## config.mk

```make
export PLATFORM = sky130hd
export DESIGN_NAME = ofifo_drain_ctrl
export DESIGN_NICKNAME = d
export VERILOG_FILES = /design/src/rtl/ofifo_drain_ctrl.sv
export SDC_FILE = /design/constraint.sdc
export NUM_CORES = 1
export LEC_CHECK = 0
export ABC_AREA = 0
export BUFFER_PORTS_ARGS = -buffer_cell sky130_fd_sc_hd__buf_2
export CORE_UTILIZATION = 50
export DETAILED_ROUTE_END_ITERATION = 10
export PLACE_DENSITY = 0.84
export SYNTH_ARGS = -nofsm -noshare
export SYNTH_HDL_FRONTEND = slang
export SYNTH_SLANG_ARGS = --single-unit
export TNS_END_PERCENT = 100
```

## constraint.sdc

```tcl
create_clock -name clk -period 3.73 [get_ports clk]
set_clock_uncertainty 0.2 [all_clocks]
set_input_delay 0.746 -clock clk [delete_from_list [all_inputs] [get_ports clk]]
set_output_delay 0.746 -clock clk [all_outputs]
set_load 0.05 [all_outputs]
```

## src/rtl/ofifo_drain_ctrl.sv

```systemverilog
// OFIFO-to-PMEM drain controller: pops num_vec PSUM vectors and writes them
// into a descending PMEM address window whose lowest address is base_addr.
module ofifo_drain_ctrl #(
    parameter int col     = 8,
    parameter int psum_bw = 16,
    parameter int num_vec = 8
) (
    input  logic                     clk,
    input  logic                     reset,
    input  logic                     start,
    input  logic [10:0]              base_addr,
    input  logic                     flush,
    input  logic                     ofifo_valid,
    output logic                     ofifo_rd,
    input  logic [col*psum_bw-1:0]   ofifo_out,
    output logic                     CEN_pmem,
    output logic                     WEN_pmem,
    output logic [10:0]              A_pmem,
    output logic [col*psum_bw-1:0]   D_pmem,
    output logic                     busy,
    output logic                     done,
    output logic [4:0]               vec_cnt
);

    localparam logic [10:0] TopOffset = 11'(num_vec - 1);
    localparam logic [4:0]  NumVec    = 5'(num_vec);

    typedef enum logic [1:0] {IDLE, POP, WRITE, FINISH} state_e;

    state_e                 state_q, state_d;
    logic [10:0]            addr_q, addr_d;
    logic [4:0]             cnt_q, cnt_d;
    logic [10:0]            a_hold_q, a_hold_d;
    logic [col*psum_bw-1:0] d_hold_q, d_hold_d;
    logic [4:0]             cnt_inc;

    assign cnt_inc = cnt_q + 5'd1;
    assign vec_cnt = cnt_q;

    always_ff @(posedge clk or negedge reset) begin
        if (!reset) begin
            state_q  <= IDLE;
            addr_q   <= '0;
            cnt_q    <= '0;
            a_hold_q <= '0;
            d_hold_q <= '0;
        end else begin
            state_q  <= state_d;
            addr_q   <= addr_d;
            cnt_q    <= cnt_d;
            a_hold_q <= a_hold_d;
            d_hold_q <= d_hold_d;
        end
    end

    // The PMEM port is only driven live in WRITE; elsewhere it replays the
    // last address/data so the SRAM pins stay quiet between drains.
    always_comb begin
        state_d  = state_q;
        addr_d   = addr_q;
        cnt_d    = cnt_q;
        a_hold_d = a_hold_q;
        d_hold_d = d_hold_q;
        ofifo_rd = 1'b0;
        CEN_pmem = 1'b1;
        WEN_pmem = 1'b1;
        A_pmem   = a_hold_q;
        D_pmem   = d_hold_q;
        busy     = 1'b0;
        done     = 1'b0;

        case (state_q)
            IDLE: begin
                if (start && !flush) begin
                    state_d = POP;
                    addr_d  = base_addr + TopOffset;
                    cnt_d   = '0;
                end
            end
            POP: begin
                busy = 1'b1;
                if (flush) begin
                    state_d = IDLE;
                    cnt_d   = '0;
                end else if (ofifo_valid) begin
                    ofifo_rd = 1'b1;
                    state_d  = WRITE;
                end
            end
            WRITE: begin
                busy     = 1'b1;
                CEN_pmem = 1'b0;
                WEN_pmem = 1'b0;
                A_pmem   = addr_q;
                D_pmem   = ofifo_out;
                a_hold_d = addr_q;
                d_hold_d = ofifo_out;
                addr_d   = addr_q - 11'd1;
                cnt_d    = cnt_inc;
                // A flushed write still lands this cycle; only the follow-on pop is dropped.
                if (flush) begin
                    state_d = IDLE;
                    cnt_d   = '0;
                end else if (cnt_inc < NumVec) begin
                    if (ofifo_valid) begin
                        ofifo_rd = 1'b1;
                        state_d  = WRITE;
                    end else begin
                        state_d  = POP;
                    end
                end else begin
                    state_d = FINISH;
                end
            end
            FINISH: begin
                done    = !flush;
                state_d = IDLE;
            end
            default: state_d = IDLE;
        endcase
    end

endmodule

```

==> impl_metrics.csv <==
group,metric,value,unit
sta,fmax,292,MHz
sta,worst_slack,302,ps
logic_synthesis,synthDistinctLibCells,45,
global_route,grt_pass1_wl,25100,um
logic_synthesis,synth-edff-count,0,
cells_and_area,drive_above_1_share,0.613,
logic_synthesis,async_flop_share,1.00,
hold_path,hp-class,"in2async",
clock_network,cts_setup_buffers,0,
logic_synthesis,synth_xor_area_frac,0.0121,
logic_synthesis,synthAdderAreaFrac,0.0172,
critical_path,worstSetupPathType,"reg2out",
die,dieArea,0.0135,mm2
clock_network,cts_buffers,17,
logic_synthesis,ys_ff_latch,157,
clock_network,clkLatencyLatePin,420,ps
place,routabilityCongestion,0.814,
global_route,antenna_found_initial,1,
sta,rsz0062_at_grt,"false",
critical_path,crit_start,"state_q[0]",
clock_network,clock_sinks,157,
global_route,grt_pass1_vias,5021,
logic_synthesis,syn_area,0.00654,mm2
cells_and_area,nFillCells,886,
logic_synthesis,synth_top_area_share,0.601,
route,drt_wl_total,17200,um
sta,setup_viol,0,
global_route,overflow,0,
place,dp_hpwl,12400,um
critical_path,cp-start-kind,"flop",
cells_and_area,final_core_util,0.701,
logic_synthesis,synth_top_family_by_area,"multiplexers",
critical_path,rr_startpoint,"state_q[0]",
logic_synthesis,ys_warn_count,0,
clock_network,htreeDepth,4,
outcome,status,"complete, no violations",
clock_network,cts_tree,"yes",
sta,hold_violations,0,
cells_and_area,fin_area,0.00888,mm2
die,initial_core_util,0.516,
die,rows,41,
place,port_buffers,292,
critical_path,r2r_slack,980,ps
sta,worst_pin_slew,588,ps
logic_synthesis,synthTopCellsByArea,"dfrtp_1 (60%), mux2_2 (24%), ha_1 (1.7%), o21ai_0 (1.2%), buf_2 (1.1%)",
sta,post-route-period-util,0.919,
logic_synthesis,synth_compound_area_frac,0.0436,
sta,slew_headroom,0.608,
critical_path,critPathMaxFanout,53,
route,postRouteAntennaNets,0,
logic_synthesis,synth_most_common_cell,"dfrtp_1",
clock_network,clk_path_buf_depth,2,
cells_and_area,regArea,0.00393,mm2
logic_synthesis,seq_area_frac_synth,0.601,
die,die_h,116,um
run,maxCapViolCount,0,
logic_synthesis,syn_inst,465,
logic_synthesis,avgSynthCellArea,14.1,um2
logic_synthesis,synth_mux_area_frac,0.245,
critical_path,cp_data_arrival_time,2480,ps
cells_and_area,multi_input_comb_area,0.00246,mm2
die,die-width,116,um
logic_synthesis,synth_fp_nets,618,
logic_synthesis,ys_top_cells_by_count,"dfrtp_1 (157), mux2_2 (138), o21ai_0 (16), buf_2 (15), nand2_1 (15)",
die,core,0.0127,mm2
logic_synthesis,synth.largest_area_cell,"dfrtp_1",
critical_path,reg2reg_depth,8,
clock_network,path_clk_slew,60,ps
clock_network,cts-resized-gates,0,
place,post-place-ws,755,ps
route,routed-via-count,4908,
place,place_area,0.00822,mm2
sta,min_period,3430,ps
route,dr.pass1.iters,4,
route,wl_per_cell,18.2,um
sta,finalSetupTns,0,ps
global_route,grt_max_degree,64,
logic_synthesis,synthSimpleGateAreaFrac,0.0569,
sta,slew_viol_final,0,
die,pin_count,293,
route,drc,0,
cells_and_area,layout.nets,913,
route,avgViaCountPerCell,5.19,
clock_network,root_buffer,"clkbuf_16",
critical_path,timing.rr.end,"addr_q[4]",
cells_and_area,area_growth_syn_to_layout,35.9,%
critical_path,end_kind,"output pin",
clock_network,ctsHoldBuffers,0,
critical_path,required,2780,ps
global_route,track_usage,0.249,
logic_synthesis,synth_top_flop_cell,"dfrtp_1",
route,drt_iter0_drc,226,
[worst max path at each step]
stage	end	cells past startpoint
finish	D_pmem[79]	5
global route	D_pmem[36]	5
CTS	D_pmem[71]	5
detailed placement	D_pmem[86]	5
global placement	D_pmem[86]	5
floorplan	A_pmem[5]	6
[per-stage QoR]
step / hold WS (ps) / instances
2_1_floorplan: 250 / 465
3_3_place_gp: 276 / 913
3_5_place_dp: 281 / 913
4_1_cts: 106 / 945
5_1_grt: 122 / 946
6_report: 81.6 / 946
[critical path, cell delays in order, from the launching register on]
cell and delay, ps:
dfrtp_1 420, inv_1 190, ha_4 470, buf_12 330
mux2_2 390, buf_2 230
[placed cells by master, fill, tap and decap left out, types with 2 or more instances in the layout]
| cell | count |
|---|---|
| buf_2 | 291 |
| dfrtp_1 | 157 |
| mux2_2 | 138 |
| clkbuf_16 | 17 |
| o21ai_0 | 16 |
| nand2_1 | 15 |
| inv_1 | 13 |
| a21oi_1 | 13 |
| nor2_1 | 10 |
| ha_1 | 8 |
| xnor2_1 | 7 |
| nor3_1 | 7 |
| and3_1 | 5 |
| nand4_1 | 5 |
| mux2i_1 | 5 |
| bufinv_16 | 5 |
| nor2b_1 | 4 |
| o22ai_1 | 4 |
| nand3_1 | 4 |
| buf_12 | 4 |
| a31oi_1 | 3 |
| nand2b_1 | 3 |
| clkinv_4 | 3 |
| inv_6 | 3 |
| and2_1 | 2 |
| nor3b_1 | 2 |
| xor2_1 | 2 |
| clkinvlp_4 | 2 |
| buf_4 | 2 |
[routing by layer]
| layer | vias to the layer above | part of all wire | global-route usage |
|---|---|---|---|
| li1 | 2242 | - | - |
| met1 | 2404 | 0.38 | 0.277 |
| met2 | 223 | 0.51 | 0.424 |
| met3 | 39 | 0.074 | 0.0851 |
| met4 | 0 | 0.029 | 0.125 |
| met5 | - | 0 | 0 |
[cells by family (layout without fill, tap and decap cells)]
logic type | after synthesis | in the layout
compound gates | 47 | 47
buf+inv | 35 | 343
xor+xnor | 9 | 9
fa+ha+maj | 9 | 9
simple gates | 65 | 65
mux | 143 | 143
other cells | 0 | 1
flops | 157 | 157
[sequential cells by signal, summed over array words and instances (netlist names)]
register,cells
state_q,2
a_hold_q,11
d_hold_q,128
vec_cnt,5
addr_q,11
[layout make-up]
| class | instances | area share |
|---|---|---|
| Sequential cell | 157 | 0.442 |
| Multi-Input combinational cell | 273 | 0.278 |
| Timing Repair Buffer | 298 | 0.176 |
| Clock buffer | 17 | 0.0479 |
| Clock inverter | 15 | 0.0263 |
| Tap cell | 172 | 0.0242 |
| Inverter | 13 | 0.00549 |
| Antenna cell | 1 | 0.000282 |
Power is left out: the tool's default activity adds up to more than one toggle a clock period on the data nets, which glitch-free logic cannot reach.
